`src/rtl/id_ex_stage_pkg.sv`:
```
// Shared definitions for the ID/EX pipeline register: default widths,
// the bubble control value and the per-edge load selector.
package id_ex_stage_pkg;

   localparam int DEF_DWIDTH = 32;
   localparam int DEF_AWIDTH = 5;
   localparam int DEF_CWIDTH = 8;

   // Control bundle carried by a bubble; EX treats all-zero control as a no-op.
   localparam logic [DEF_CWIDTH-1:0] CTRL_BUBBLE = '0;

   typedef enum logic [1:0] {
      SEL_LOAD   = 2'd0,
      SEL_HOLD   = 2'd1,
      SEL_BUBBLE = 2'd2
   } ex_sel_e;

   // Register address compare where r0 never matches anything.
   function automatic logic reg_match(input logic [DEF_AWIDTH-1:0] a,
                                      input logic [DEF_AWIDTH-1:0] b);
      return (a != '0) && (a == b);
   endfunction

endpackage

```
`src/rtl/id_ex_stage_if.sv`:
```
// Decode-side inputs and EX-side outputs of the ID/EX stage.
// master: decode/control/write-back driver; slave: the pipeline register.
interface id_ex_stage_if
   import id_ex_stage_pkg::*;
#(
   parameter int DWIDTH = DEF_DWIDTH,
   parameter int AWIDTH = DEF_AWIDTH,
   parameter int CWIDTH = DEF_CWIDTH
);
   logic              id_valid;
   logic [AWIDTH-1:0] id_rs_addr;
   logic [AWIDTH-1:0] id_rt_addr;
   logic [AWIDTH-1:0] id_rd_addr;
   logic [DWIDTH-1:0] id_rs_data;
   logic [DWIDTH-1:0] id_rt_data;
   logic [DWIDTH-1:0] id_imm;
   logic [CWIDTH-1:0] id_ctrl;
   logic              id_mem_read;
   logic              ext_stall;
   logic              flush;
   logic              wb_wr_en;
   logic [AWIDTH-1:0] wb_addr;
   logic [DWIDTH-1:0] wb_data;

   logic              ex_valid;
   logic [AWIDTH-1:0] ex_rs_addr;
   logic [AWIDTH-1:0] ex_rt_addr;
   logic [AWIDTH-1:0] ex_rd_addr;
   logic [DWIDTH-1:0] ex_rs_data;
   logic [DWIDTH-1:0] ex_rt_data;
   logic [DWIDTH-1:0] ex_imm;
   logic [CWIDTH-1:0] ex_ctrl;
   logic              ex_mem_read;
   logic              stall_out;

   modport master (
      output id_valid, id_rs_addr, id_rt_addr, id_rd_addr, id_rs_data, id_rt_data,
             id_imm, id_ctrl, id_mem_read, ext_stall, flush, wb_wr_en, wb_addr, wb_data,
      input  ex_valid, ex_rs_addr, ex_rt_addr, ex_rd_addr, ex_rs_data, ex_rt_data,
             ex_imm, ex_ctrl, ex_mem_read, stall_out
   );

   modport slave (
      input  id_valid, id_rs_addr, id_rt_addr, id_rd_addr, id_rs_data, id_rt_data,
             id_imm, id_ctrl, id_mem_read, ext_stall, flush, wb_wr_en, wb_addr, wb_data,
      output ex_valid, ex_rs_addr, ex_rt_addr, ex_rd_addr, ex_rs_data, ex_rt_data,
             ex_imm, ex_ctrl, ex_mem_read, stall_out
   );

endinterface

```
`src/rtl/id_ex_stage_hazard_detect.sv`:
```
// Combinational load-use hazard detector: the load sitting in EX writes a
// register that the instruction in decode wants to read.
module hazard_detect #(
   parameter int AWIDTH = 5
) (
   input  logic              id_valid,
   input  logic [AWIDTH-1:0] id_rs_addr,
   input  logic [AWIDTH-1:0] id_rt_addr,
   input  logic              ex_valid,
   input  logic              ex_mem_read,
   input  logic [AWIDTH-1:0] ex_rt_addr,
   output logic              hazard
);

   logic rs_hit;
   logic rt_hit;

   always_comb begin
      rs_hit = (ex_rt_addr == id_rs_addr);
      rt_hit = (ex_rt_addr == id_rt_addr);
      // A load into r0 produces nothing, so it can never cause a stall.
      hazard = id_valid & ex_valid & ex_mem_read & (ex_rt_addr != '0) & (rs_hit | rt_hit);
   end

endmodule

```
`src/rtl/id_ex_stage.sv`:
```
// ID/EX pipeline register with load-use bubble insertion, hold and flush.
// Optional WB_BYPASS_EN: write-back data bypasses the register-file operands.
module id_ex_stage
   import id_ex_stage_pkg::*;
#(
   parameter int DWIDTH = DEF_DWIDTH,
   parameter int AWIDTH = DEF_AWIDTH,
   parameter int CWIDTH = DEF_CWIDTH
) (
   input logic          r_clk,
   input logic          r_rst,
   id_ex_stage_if.slave bus
);

   localparam logic [CWIDTH-1:0] BUBBLE_CTRL = CWIDTH'(CTRL_BUBBLE);

   logic              hazard;
   ex_sel_e           sel;
   logic [DWIDTH-1:0] rs_src;
   logic [DWIDTH-1:0] rt_src;

   logic              ex_valid_d,    ex_valid_q;
   logic [AWIDTH-1:0] ex_rs_addr_d,  ex_rs_addr_q;
   logic [AWIDTH-1:0] ex_rt_addr_d,  ex_rt_addr_q;
   logic [AWIDTH-1:0] ex_rd_addr_d,  ex_rd_addr_q;
   logic [DWIDTH-1:0] ex_rs_data_d,  ex_rs_data_q;
   logic [DWIDTH-1:0] ex_rt_data_d,  ex_rt_data_q;
   logic [DWIDTH-1:0] ex_imm_d,      ex_imm_q;
   logic [CWIDTH-1:0] ex_ctrl_d,     ex_ctrl_q;
   logic              ex_mem_read_d, ex_mem_read_q;

   hazard_detect #(.AWIDTH(AWIDTH)) u_hazard (
      .id_valid    (bus.id_valid),
      .id_rs_addr  (bus.id_rs_addr),
      .id_rt_addr  (bus.id_rt_addr),
      .ex_valid    (ex_valid_q),
      .ex_mem_read (ex_mem_read_q),
      .ex_rt_addr  (ex_rt_addr_q),
      .hazard      (hazard)
   );

`ifdef WB_BYPASS_EN
   logic byp_rs;
   logic byp_rt;

   always_comb begin
      byp_rs = bus.wb_wr_en & (bus.wb_addr != '0) & (bus.wb_addr == bus.id_rs_addr);
      byp_rt = bus.wb_wr_en & (bus.wb_addr != '0) & (bus.wb_addr == bus.id_rt_addr);
      rs_src = byp_rs ? bus.wb_data : bus.id_rs_data;
      rt_src = byp_rt ? bus.wb_data : bus.id_rt_data;
   end
`else
   always_comb begin
      rs_src = bus.id_rs_data;
      rt_src = bus.id_rt_data;
   end
`endif

   // Flush beats hold, and hold beats the load-use bubble.
   always_comb begin
      sel = SEL_LOAD;
      if (bus.flush) begin
         sel = SEL_BUBBLE;
      end else if (bus.ext_stall) begin
         sel = SEL_HOLD;
      end else if (hazard) begin
         sel = SEL_BUBBLE;
      end
   end

   always_comb begin
      ex_valid_d    = ex_valid_q;
      ex_rs_addr_d  = ex_rs_addr_q;
      ex_rt_addr_d  = ex_rt_addr_q;
      ex_rd_addr_d  = ex_rd_addr_q;
      ex_rs_data_d  = ex_rs_data_q;
      ex_rt_data_d  = ex_rt_data_q;
      ex_imm_d      = ex_imm_q;
      ex_ctrl_d     = ex_ctrl_q;
      ex_mem_read_d = ex_mem_read_q;
      case (sel)
         SEL_LOAD: begin
            ex_valid_d    = bus.id_valid;
            ex_rs_addr_d  = bus.id_rs_addr;
            ex_rt_addr_d  = bus.id_rt_addr;
            ex_rd_addr_d  = bus.id_rd_addr;
            ex_rs_data_d  = rs_src;
            ex_rt_data_d  = rt_src;
            ex_imm_d      = bus.id_imm;
            ex_ctrl_d     = bus.id_ctrl;
            ex_mem_read_d = bus.id_mem_read;
         end
         SEL_BUBBLE: begin
            // Clearing mem_read is what lets a load-use stall release after one cycle.
            ex_valid_d    = 1'b0;
            ex_rs_addr_d  = '0;
            ex_rt_addr_d  = '0;
            ex_rd_addr_d  = '0;
            ex_rs_data_d  = '0;
            ex_rt_data_d  = '0;
            ex_imm_d      = '0;
            ex_ctrl_d     = BUBBLE_CTRL;
            ex_mem_read_d = 1'b0;
         end
         default: begin
         end
      endcase
   end

   always_ff @(posedge r_clk or posedge r_rst) begin
      if (r_rst) begin
         ex_valid_q    <= 1'b0;
         ex_rs_addr_q  <= '0;
         ex_rt_addr_q  <= '0;
         ex_rd_addr_q  <= '0;
         ex_rs_data_q  <= '0;
         ex_rt_data_q  <= '0;
         ex_imm_q      <= '0;
         ex_ctrl_q     <= '0;
         ex_mem_read_q <= 1'b0;
      end else begin
         ex_valid_q    <= ex_valid_d;
         ex_rs_addr_q  <= ex_rs_addr_d;
         ex_rt_addr_q  <= ex_rt_addr_d;
         ex_rd_addr_q  <= ex_rd_addr_d;
         ex_rs_data_q  <= ex_rs_data_d;
         ex_rt_data_q  <= ex_rt_data_d;
         ex_imm_q      <= ex_imm_d;
         ex_ctrl_q     <= ex_ctrl_d;
         ex_mem_read_q <= ex_mem_read_d;
      end
   end

   // Reset clears ex_valid asynchronously, so stall_out drops with it.
   assign bus.stall_out   = hazard & ~bus.flush & ~bus.ext_stall;
   assign bus.ex_valid    = ex_valid_q;
   assign bus.ex_rs_addr  = ex_rs_addr_q;
   assign bus.ex_rt_addr  = ex_rt_addr_q;
   assign bus.ex_rd_addr  = ex_rd_addr_q;
   assign bus.ex_rs_data  = ex_rs_data_q;
   assign bus.ex_rt_data  = ex_rt_data_q;
   assign bus.ex_imm      = ex_imm_q;
   assign bus.ex_ctrl     = ex_ctrl_q;
   assign bus.ex_mem_read = ex_mem_read_q;

endmodule

```
`src/flat_wrapper.sv`:
```
// flat-port wrapper written by rule: the top's interface ports become plain ports
module id_ex_stage_flat import id_ex_stage_pkg::*;
#(
   parameter int DWIDTH = DEF_DWIDTH,
   parameter int AWIDTH = DEF_AWIDTH,
   parameter int CWIDTH = DEF_CWIDTH
)
  (r_clk, r_rst, bus_id_valid, bus_id_rs_addr, bus_id_rt_addr, bus_id_rd_addr, bus_id_rs_data, bus_id_rt_data, bus_id_imm, bus_id_ctrl, bus_id_mem_read, bus_ext_stall, bus_flush, bus_wb_wr_en, bus_wb_addr, bus_wb_data, bus_ex_valid, bus_ex_rs_addr, bus_ex_rt_addr, bus_ex_rd_addr, bus_ex_rs_data, bus_ex_rt_data, bus_ex_imm, bus_ex_ctrl, bus_ex_mem_read, bus_stall_out);
  id_ex_stage_if #(.DWIDTH(DWIDTH), .AWIDTH(AWIDTH), .CWIDTH(CWIDTH)) bus_i ();
  input logic r_clk;
  input logic r_rst;
  input wire logic [$bits(bus_i.id_valid)-1:0] bus_id_valid;
  input wire logic [$bits(bus_i.id_rs_addr)-1:0] bus_id_rs_addr;
  input wire logic [$bits(bus_i.id_rt_addr)-1:0] bus_id_rt_addr;
  input wire logic [$bits(bus_i.id_rd_addr)-1:0] bus_id_rd_addr;
  input wire logic [$bits(bus_i.id_rs_data)-1:0] bus_id_rs_data;
  input wire logic [$bits(bus_i.id_rt_data)-1:0] bus_id_rt_data;
  input wire logic [$bits(bus_i.id_imm)-1:0] bus_id_imm;
  input wire logic [$bits(bus_i.id_ctrl)-1:0] bus_id_ctrl;
  input wire logic [$bits(bus_i.id_mem_read)-1:0] bus_id_mem_read;
  input wire logic [$bits(bus_i.ext_stall)-1:0] bus_ext_stall;
  input wire logic [$bits(bus_i.flush)-1:0] bus_flush;
  input wire logic [$bits(bus_i.wb_wr_en)-1:0] bus_wb_wr_en;
  input wire logic [$bits(bus_i.wb_addr)-1:0] bus_wb_addr;
  input wire logic [$bits(bus_i.wb_data)-1:0] bus_wb_data;
  output wire logic [$bits(bus_i.ex_valid)-1:0] bus_ex_valid;
  output wire logic [$bits(bus_i.ex_rs_addr)-1:0] bus_ex_rs_addr;
  output wire logic [$bits(bus_i.ex_rt_addr)-1:0] bus_ex_rt_addr;
  output wire logic [$bits(bus_i.ex_rd_addr)-1:0] bus_ex_rd_addr;
  output wire logic [$bits(bus_i.ex_rs_data)-1:0] bus_ex_rs_data;
  output wire logic [$bits(bus_i.ex_rt_data)-1:0] bus_ex_rt_data;
  output wire logic [$bits(bus_i.ex_imm)-1:0] bus_ex_imm;
  output wire logic [$bits(bus_i.ex_ctrl)-1:0] bus_ex_ctrl;
  output wire logic [$bits(bus_i.ex_mem_read)-1:0] bus_ex_mem_read;
  output wire logic [$bits(bus_i.stall_out)-1:0] bus_stall_out;
  assign bus_i.id_valid = bus_id_valid;
  assign bus_i.id_rs_addr = bus_id_rs_addr;
  assign bus_i.id_rt_addr = bus_id_rt_addr;
  assign bus_i.id_rd_addr = bus_id_rd_addr;
  assign bus_i.id_rs_data = bus_id_rs_data;
  assign bus_i.id_rt_data = bus_id_rt_data;
  assign bus_i.id_imm = bus_id_imm;
  assign bus_i.id_ctrl = bus_id_ctrl;
  assign bus_i.id_mem_read = bus_id_mem_read;
  assign bus_i.ext_stall = bus_ext_stall;
  assign bus_i.flush = bus_flush;
  assign bus_i.wb_wr_en = bus_wb_wr_en;
  assign bus_i.wb_addr = bus_wb_addr;
  assign bus_i.wb_data = bus_wb_data;
  assign bus_ex_valid = bus_i.ex_valid;
  assign bus_ex_rs_addr = bus_i.ex_rs_addr;
  assign bus_ex_rt_addr = bus_i.ex_rt_addr;
  assign bus_ex_rd_addr = bus_i.ex_rd_addr;
  assign bus_ex_rs_data = bus_i.ex_rs_data;
  assign bus_ex_rt_data = bus_i.ex_rt_data;
  assign bus_ex_imm = bus_i.ex_imm;
  assign bus_ex_ctrl = bus_i.ex_ctrl;
  assign bus_ex_mem_read = bus_i.ex_mem_read;
  assign bus_stall_out = bus_i.stall_out;
  id_ex_stage #(.DWIDTH(DWIDTH), .AWIDTH(AWIDTH), .CWIDTH(CWIDTH)) u_core (.r_clk(r_clk), .r_rst(r_rst), .bus(bus_i));
endmodule
```
`config.mk`:
```
export PLATFORM = sky130hd
export DESIGN_NAME = id_ex_stage_flat
export DESIGN_NICKNAME = d
export VERILOG_FILES = /design/src/rtl/id_ex_stage_pkg.sv /design/src/rtl/id_ex_stage_if.sv /design/src/rtl/id_ex_stage_hazard_detect.sv /design/src/rtl/id_ex_stage.sv /design/src/flat_wrapper.sv
export SDC_FILE = /design/constraint.sdc
export NUM_CORES = 1
export LEC_CHECK = 0
export ABC_AREA = 0
export ABC_CLOCK_PERIOD_IN_PS = 3800
export CAP_MARGIN = 20
export CORE_MARGIN = 2
export CORE_UTILIZATION = 36
export DETAILED_ROUTE_END_ITERATION = 16
export PLACE_DENSITY = 0.89
export SLEW_MARGIN = 20
export SYNTH_ARGS = -nofsm -noshare
export SYNTH_HDL_FRONTEND = slang
export SYNTH_HIERARCHICAL = 1
export SYNTH_SLANG_ARGS = --single-unit
```
`constraint.sdc`:
```
create_clock -name r_clk -period 3.8 [get_ports r_clk]
set_clock_uncertainty 0.05 [all_clocks]
set_input_delay 0.76 -clock r_clk [delete_from_list [all_inputs] [get_ports r_clk]]
set_output_delay 0.76 -clock r_clk [all_outputs]
set_load 0.02 [all_outputs]
```
==> key figures <==
CTS
  – Clock Latency Late Sink: 0.40 ns
  – CTS sink cnt: 121
  – CTS tree: done
  – Setup Buffers After CTS: 0
  – # H-tree levels: 4
  – Longest Clk Path Bufs: 2
  – Clk pin slew, worst setup/hold paths: 0.05 ns
  – CTS buffer count: 17
  – Clk root buf: clkbuf_16
  – CTS hold repair buffers: 0
  – Gates resized, CTS repair: 0

Timing
  – Slew HR: 0.313
  – Final period util: 0.924
  – Unrepaired setup endpoints after global routing: no
  – Fin crit period: 3.51 ns
  – FMAX: 285 MHz
  – Setup_tns: 0 ns
  – Final Hold Vio Count: 0
  – Final max-slew violation count: 0
  – Setup violators final: 0
  – Worst-Margin Slew: 1.03 ns
  – Final setup margin: 0.289 ns

Placed design
  – Placer congestion estimate: 0.737
  – Input/output buffers: 246
  – Place WS: 0.301 ns
  – Placed cell count: 832
  – Detail Placement HPWL: 9500 um

Finish
  – Commonest non-fill, non-tap cell in the layout: clkdlybuf4s50_1
  – NumNets Final: 827
  – Layout cell share with drive strength beyond 1: 0.160
  – Post-Layout Cell Count: 863
  – Area growth syn-to-layout: 56.8%
  – Antenna Cells: 0
  – Commonest cells after routing, fill and taps aside: clkdlybuf4s50_1 (244), dfrtp_1 (121), nand2_1 (61), nand2b_1 (61)

Logic synthesis
  – Ys Warns: 6
  – Synthesized area per cell: 12.6 um2
  – Post-synth EDFFs: 0
  – Synth cell types: 23
  – Net Count, Synth: 596
  – Synthesis-stage register bit count: 121
  – Sequential fraction of the synthesis area: 0.554
  – Ys async rst share: 1.00
  – Syn Std Cell Area: 0.00546 mm2
  – Most common flop cell mapped by yosys: dfrtp_1
  – Post-Synthesis Cells: 433

Setup path
  – Worst-path fanout max: 2
  – Critical Path End Type: output port
  – Crit Path Class: input pin to output port
  – WP data required: 2.99 ns
  – Critical path arrival: 2.70 ns
  – CP Launch Type: input pin

Global route
  – First-pass GRT wire length: 22400 um
  – Vias in the first global route: 4250
  – Largest net degree at the start of global routing: 74
  – Initial antenna violation count: 0
  – GRT Overall Usage: 0.174
  – Congestion Overflow GR: 0

Run
  – Max-cap violation count: 0

Route
  – DRT Pass-1 Iters: 4
  – DRC viols: 0
  – Per-cell routed wire length: 16.7 um
  – Total wire length: 14400 um
  – Via count: 4399
  – DRT iter0 DRCs: 239
  – Routed vias/inst: 5.10
  – Antenna viol nets, final: 0

Floorplan
  – DIE AREA: 0.0162 mm2
  – Row count: 45
  – Boundary Pins: 285
  – Die W: 127 um
  – Die Y: 127 um
  – CORE AREA: 0.0150 mm2
  – Initial core utilization: 0.363

Power and ir drop
  – VDD IR-drop max: 250 uV
  – Cell Pwr Density: 419 mW/mm2
  – P_leak: 3.45 nW
  – Total Power: 3.59 mW

Min path
  – HP Class: register to register

Outcome
  – Status: complete, no violations
## kinds of logic (layout without fill, tap and decap cells)
| logic type | count (synthesis) | in the layout | share of synthesized area |
|---|---|---|---|
| flops | 121 | 121 | 0.554 |
| compound gates | 123 | 123 | 0.251 |
| buf+inv | 48 | 290 | 0.0563 |
| simple gates | 131 | 131 | 0.123 |
| xor+xnor | 10 | 10 | 0.0160 |
## registers in the layout, summed over array words and instances (netlist names)
| signal | cells |
|---|---|
| u_core/bus.ex_imm | 32 |
| u_core/bus.ex_mem_read | 1 |
| u_core/bus.ex_valid | 1 |
| u_core/bus.ex_rt_data | 32 |
| u_core/bus.ex_ctrl | 8 |
| u_core/bus.ex_rs_data | 32 |
| u_core/bus.ex_rs_addr | 5 |
| u_core/bus.ex_rt_addr | 5 |
| u_core/bus.ex_rd_addr | 5 |
## per-layer routing
metal  global-route usage  share of wire  vias to the layer above  wire length [um]
met5                    0              0                        -                 0
met4               0.0472          0.013                        0               181
met3               0.0779          0.087                       14              1250
met2                0.277           0.47                      192              6790
met1                0.217           0.43                     2144              6170
li1                     -              -                     2049                 -
## cell usage after synthesis, types with 2 or more instances
library cell,instances,share of area
buf_4,2,0.0027
clkbuf_1,18,0.012
a32o_1,60,0.11
nand2_1,61,0.042
dfrtp_1,121,0.55
o22ai_2,60,0.14
buf_6,14,0.029
buf_2,12,0.011
nand2b_1,61,0.070
nand3_1,2,0.0018
xnor2_1,4,0.0064
xor2_1,6,0.0096
nor3_1,2,0.0018
## path summary, 6_finish.rpt
path | startpoint | end | slack (ns) | depth (start not counted)
min reg2reg | u_core/bus.ex_imm[25] | u_core/bus.ex_imm[25] | 0.44 | 1
max reg2reg | u_core/bus.ex_rt_addr[0] | u_core/bus.ex_ctrl[5] | 1.38 | 7
min in group asynchronous | r_rst | u_core/bus.ex_imm[13] | 0.85 | 3
min | u_core/bus.ex_imm[25] | u_core/bus.ex_imm[25] | 0.44 | 1
max | bus_id_rs_addr[0] | bus_stall_out | 0.29 | 7
max in group asynchronous | r_rst | u_core/bus.ex_valid | 2.13 | 3
## worst max-delay path: stages
cell and delay, ns:
clkdlybuf4s50_1 0.45, xor2_1 0.16, nor3_1 0.20, nand3_1 0.10
a21oi_1 0.21, nor3b_2 0.18, clkdlybuf4s50_1 0.63
## report_power, final
group | internal [mW] | switching [mW]
registers | 1.36 | 0.0424
clock network | 1.01 | 0.548
logic | 0.332 | 0.299
total | 2.70 | 0.890
## cell type report
type | count | area (um2)
Clock buffer | 22 | 474
Inverter | 2 | 11.3
Sequential cell | 121 | 3030
Fill cell | 1211 | 6470
Timing Repair Buffer | 258 | 2580
Multi-Input combinational cell | 264 | 2140
Tap cell | 188 | 235
Clock inverter | 8 | 96.3
## metrics by stage
stage                     cell area, um2  hold slack (ns)  utilization
after floorplan                     5470            0.560            -
after global placement              7970            0.423        0.530
after detailed placement            7970            0.430        0.530
after CTS                           8540            0.442        0.568
after global routing                8570            0.447        0.570
final                               8570            0.436        0.570
(Power assumes the default switching activity.)
